$ cat src/rtl/clk_gate_pkg.sv
// Shared types and parameter defaults for the domain clock-gate controller.
package clk_gate_pkg;

  typedef enum logic [1:0] {
    ST_ON   = 2'd0,
    ST_IDLE = 2'd1,
    ST_OFF  = 2'd2,
    ST_WAKE = 2'd3
  } state_t;

  localparam int unsigned IDLE_CYCLES_DEF = 16;
  localparam int unsigned WAKE_CYCLES_DEF = 2;

endpackage

$ cat src/rtl/clk_gate_sat_ctr.sv
// Saturating up-counter: counts edges with inc=1 and holds at all-ones.
module clk_gate_sat_ctr #(
  parameter int unsigned WIDTH = 32
) (
  input  logic             clk,
  input  logic             reset_n,
  input  logic             inc,
  output logic [WIDTH-1:0] count
);

  always_ff @(posedge clk) begin
    if (!reset_n) begin
      count <= '0;
    end else if (inc && (count != '1)) begin
      count <= count + 1'b1;
    end
  end

endmodule

$ cat src/rtl/clk_gate_ctrl.sv
// Idle-driven power/clock-gate controller for one clock domain.
// Define CLK_GATE_CTRL_STATS_EN to build the gated-cycle statistics counter.
module clk_gate_ctrl
  import clk_gate_pkg::*;
#(
  parameter int unsigned IDLE_CYCLES = IDLE_CYCLES_DEF,
  parameter int unsigned WAKE_CYCLES = WAKE_CYCLES_DEF
) (
  input  logic        free_clk,
  input  logic        reset_n,
  input  logic        activity,
  input  logic        wake_req,
  input  logic        test_override,
  output logic        pwr_en,
  output logic        gating_override,
  output logic        wake_ack,
  output logic        gated,
  output logic [31:0] gated_cycles,
  output state_t      state_dbg
);

  localparam logic [7:0] IDLE_LOAD = 8'(IDLE_CYCLES - 1);
  localparam logic [7:0] WAKE_LOAD = 8'(WAKE_CYCLES - 1);

  state_t     state, state_nxt;
  logic [7:0] cnt, cnt_nxt;
  logic       ack_done;

  assign state_dbg = state;

  always_comb begin
    state_nxt = state;
    cnt_nxt   = cnt;
    case (state)
      ST_ON: begin
        if (!activity && !wake_req) begin
          state_nxt = ST_IDLE;
          cnt_nxt   = IDLE_LOAD;
        end
      end
      ST_IDLE: begin
        // Work or a wake request wins over an expiring idle count.
        if (activity || wake_req) begin
          state_nxt = ST_ON;
        end else if (cnt == 8'd0) begin
          state_nxt = ST_OFF;
        end else begin
          cnt_nxt = cnt - 8'd1;
        end
      end
      ST_OFF: begin
        if (activity || wake_req) begin
          state_nxt = ST_WAKE;
          cnt_nxt   = WAKE_LOAD;
        end
      end
      ST_WAKE: begin
        if (cnt == 8'd0) begin
          state_nxt = ST_ON;
        end else begin
          cnt_nxt = cnt - 8'd1;
        end
      end
      default: state_nxt = ST_ON;
    endcase
  end

  // Handshake: wake_req is a level held by the requester; wake_ack is a
  // single-cycle grant once the domain is ON, re-armed only after wake_req drops.
  always_ff @(posedge free_clk) begin
    if (!reset_n) begin
      state           <= ST_ON;
      cnt             <= 8'd0;
      pwr_en          <= 1'b1;
      gating_override <= 1'b0;
      wake_ack        <= 1'b0;
      gated           <= 1'b0;
      ack_done        <= 1'b0;
    end else begin
      state           <= state_nxt;
      cnt             <= cnt_nxt;
      pwr_en          <= (state_nxt != ST_OFF);
      gated           <= (state_nxt == ST_OFF);
      gating_override <= test_override;
      wake_ack        <= 1'b0;
      if (!wake_req) begin
        ack_done <= 1'b0;
      end else if ((state == ST_ON) && !ack_done) begin
        wake_ack <= 1'b1;
        ack_done <= 1'b1;
      end
    end
  end

`ifdef CLK_GATE_CTRL_STATS_EN
  clk_gate_sat_ctr #(
    .WIDTH(32)
  ) u_stats (
    .clk    (free_clk),
    .reset_n(reset_n),
    .inc    (state == ST_OFF),
    .count  (gated_cycles)
  );
`else
  assign gated_cycles = 32'd0;
`endif

endmodule

$ cat config.mk
export PLATFORM = sky130hd
export DESIGN_NAME = clk_gate_ctrl
export DESIGN_NICKNAME = d
export VERILOG_FILES = /design/src/rtl/clk_gate_pkg.sv /design/src/rtl/clk_gate_sat_ctr.sv /design/src/rtl/clk_gate_ctrl.sv
export SDC_FILE = /design/constraint.sdc
export NUM_CORES = 1
export LEC_CHECK = 0
export ABC_AREA = 1
export CAP_MARGIN = 40
export CORE_MARGIN = 3
export CORE_UTILIZATION = 35
export DETAILED_ROUTE_END_ITERATION = 8
export GPL_TIMING_DRIVEN = 0
export HOLD_SLACK_MARGIN = 0.05
export PLACE_DENSITY = 0.67
export SLEW_MARGIN = 5
export SYNTH_ARGS = -nofsm -noshare
export SYNTH_HDL_FRONTEND = slang
export SYNTH_SLANG_ARGS = --single-unit
$ cat constraint.sdc
create_clock -name free_clk -period 1.4 [get_ports free_clk]
set_input_delay 0.21 -clock free_clk [delete_from_list [all_inputs] [get_ports free_clk]]
set_output_delay 0.21 -clock free_clk [all_outputs]
set_load 0.01 [all_outputs]
==> flow_summary.json <==
{
  "wl_per_cell_microns": 7.491,
  "p_seq_frac": 0.418,
  "clock-sinks": 15,
  "seq_area_sq_um": 304.0,
  "vias": 895,
  "drv_slew": 0,
  "ys_types": 21,
  "cpPeakStageDelay_ns": 0.52,
  "m1WireLength_microns": 828,
  "p_clk_frac": 0.207,
  "die_area_sq_um": 3756,
  "internal_power_mw": 0.7608,
  "fin_crit_sh": 0.9529,
  "portBuffers": 10,
  "worst_slack_ns": 0.06590,
  "worstSkewPairLatency_ns": 0.29,
  "ir_drop_mv": 0.6766,
  "yosys_warnings": 0,
  "routabilityCongestion": 0.7941,
  "antenna_left": 0,
  "drv_cap": 0,
  "cts_max_level": 1,
  "grt_pass1_vias": 689,
  "finalHoldViolCount": 0,
  "setup_viol": 0,
  "ctsHoldBuffers": 0,
  "pwr-share-comb": 0.374,
  "ios": 43,
  "net-switching-power_mw": 0.4254,
  "n_antenna_cell": 0,
  "top_layer": "met4",
  "drc": 0,
  "overflow": 0,
  "die_h_microns": 61.29,
  "fp.coreArea_sq_um": 2829,
  "final.setup_skew_ns": 0.008867,
  "wirelength_microns": 1753,
  "yosysSeqAreaShare": 0.2807,
  "fmax_ghz": 0.7496,
  "die_w_microns": 61.29,
  "row_count": 19,
  "hpwl_microns": 1442,
  "dpl_cell_area_sq_um": 1325,
  "ys_seq_elements": 15,
  "drive_gt1_frac": 0.2660,
  "num-fill-cells": 313,
  "crit_start": "wake_ack$_SDFF_PN0_",
  "drtPass1Iterations": 4,
  "crit_slowest_cell": "clkdlybuf4s50_1",
  "period_needed_ns": 1.334,
  "clockBufferDepth": 2,
  "path_buf_inv": 1,
  "vias_per_cell": 3.825,
  "clkSlewWorstSetupHoldPaths_ns": 0.09,
  "rsz0062_at_grt": "false",
  "fin_area_sq_um": 1370,
  "drt_iter0_markers": 16,
  "netlist_instances": 158,
  "outcome": "finished, final reports clean",
  "crit_required_ns": 1.19,
  "arrival_ns": 1.12,
  "initial_core_util": 0.3782,
  "end_kind": "primary output",
  "post-place-ws_ns": -0.1437,
  "path_cells": "clkdlybuf4s50_1",
  "groute.usage.overall": 0.1017,
  "antenna_found_initial": 0,
  "hold_ws_ns": 0.4244,
  "crit_path_max_fanout": 1,
  "grt_start_max_net_pins": 10,
  "fin_nets": 211,
  "dr_wl_met2_microns": 769,
  "area_delta_synth_final_pct": 28.07,
  "cts_tree": "done",
  "syn_avg_cell_area_sq_um": 6.771,
  "p_per_area_nw_per_um2": 865.8,
  "holdCritStartpoint": "ack_done$_SDFFE_PN0P_",
  "synth_area_sq_um": 1070,
  "crit_family": "buffers and inverters",
  "grt_pass1_wl_microns": 2835,
  "hold_path.class": "flop to flop",
  "p_leak_nw": 0.7746,
  "multi_input_area_sq_um": 565.5,
  "met3_length_microns": 146,
  "regToRegStartpoint": "cnt[0]$_SDFFE_PN0P_",
  "path_class": "flop to primary output",
  "start_kind": "flop",
  "cts_made_buffers": 3,
  "sw_frac_of_total": 0.3586,
  "ctsRootBufferMaster": "clkbuf_4"
}
cell usage after synthesis:
cell | count | area (sq um)
nand2_4 | 2 | 22.52
nor2_2 | 1 | 6.260
o21ai_1 | 2 | 10.01
nand3_2 | 1 | 10.01
nor2_4 | 2 | 22.52
nand2_1 | 32 | 120.1
nand2_2 | 2 | 12.51
nor2_1 | 20 | 75.07
inv_1 | 22 | 82.58
o21ai_0 | 3 | 15.01
conb_1 | 1 | 3.750
a21oi_1 | 5 | 25.02
nand3_1 | 7 | 35.03
nor2_8 | 1 | 20.02
nand4_1 | 3 | 18.77
a21oi_2 | 1 | 8.760
nor3_1 | 1 | 5.000
dfxtp_1 | 15 | 300.3
ha_1 | 2 | 25.02
buf_4 | 32 | 240.2
inv_2 | 3 | 11.26
kinds of logic after synthesis:
group / count (synthesis) / share of synthesized area
buf+inv: 57 / 0.3123
flops: 15 / 0.2807
other cells: 1 / 0.003505
fa+ha+maj: 2 / 0.02339
simple gates: 72 / 0.3251
compound gates: 11 / 0.05496
layout make-up:
cell class                      instances  area share
Buffer                                 32      0.1753
Clock buffer                            3     0.01644
Multi-Input combinational cell        117      0.4128
Clock inverter                          1    0.003653
Tap cell                               31     0.02831
Timing Repair Buffer                   10     0.07306
Sequential cell                        15      0.2219
Inverter                               25     0.06849
through the flow:
step	std cells	power, mW	TNS, ns	util
after floorplan	189	0.8535	0	-
after global placement	230	0.9366	-1.199	0.4684
after detailed placement	230	0.9389	-1.234	0.4684
after CTS	234	1.192	0	0.4781
after global routing	234	1.290	0	0.4843
final	234	1.186	0	0.4843
sequential cells by signal, summed over array words and instances (netlist names):
register         flops
gated                1
ack_done             1
gating_override      1
cnt                  8
state_dbg            2
wake_ack             1
pwr_en               1
worst paths after layout:
kind	cells past startpoint	end	slack [ns]
setup reg to reg	7	pwr_en$_SDFF_PN1_	0.14
hold reg to reg	1	wake_ack$_SDFF_PN0_	0.42
setup / recovery	1	wake_ack	0.07
hold / removal	1	wake_ack$_SDFF_PN0_	0.42
repair_timing:
action / in CTS / in global routing
endpoints found under the setup margin: 2 / 7
buffers inserted: 0 / 0
gates resized for setup: 4 / 5
metal layers:
| metal | track usage | vias to the layer above |
|---|---|---|
| li1 | - | 506 |
| met1 | 0.1320 | 361 |
| met2 | 0.1511 | 26 |
| met3 | 0.05451 | 2 |
| met4 | 0.01858 | 0 |
| met5 | 0 | - |
cell usage in the layout, fill, tap and decap left out, types with 2 or more instances in the layout:
cell / synthesis / final
conb_1: 1 / 32
nand2_1: 32 / 32
dfxtp_2: 0 / 3
nor2_4: 2 / 2
nand4_1: 3 / 3
inv_2: 3 / 3
dfxtp_1: 15 / 12
clkdlybuf4s50_1: 0 / 7
o21ai_1: 2 / 2
clkbuf_4: 0 / 3
nand2_2: 2 / 2
buf_4: 32 / 32
inv_1: 22 / 22
dlygate4sd2_1: 0 / 2
nor2_1: 20 / 19
nor2_2: 1 / 2
a21oi_1: 5 / 5
o21ai_0: 3 / 3
nand3_1: 7 / 7
power by group through the flow:
stage,logic [mW],registers [mW],clock network [mW]
2_1_floorplan,0.349,0.505,0
3_5_place_dp,0.435,0.504,0
3_3_place_gp,0.432,0.505,0
6_report,0.444,0.496,0.246
4_1_cts,0.435,0.496,0.262
5_1_grt,0.509,0.502,0.280
Note: power is estimated with default switching activity, not from simulation.
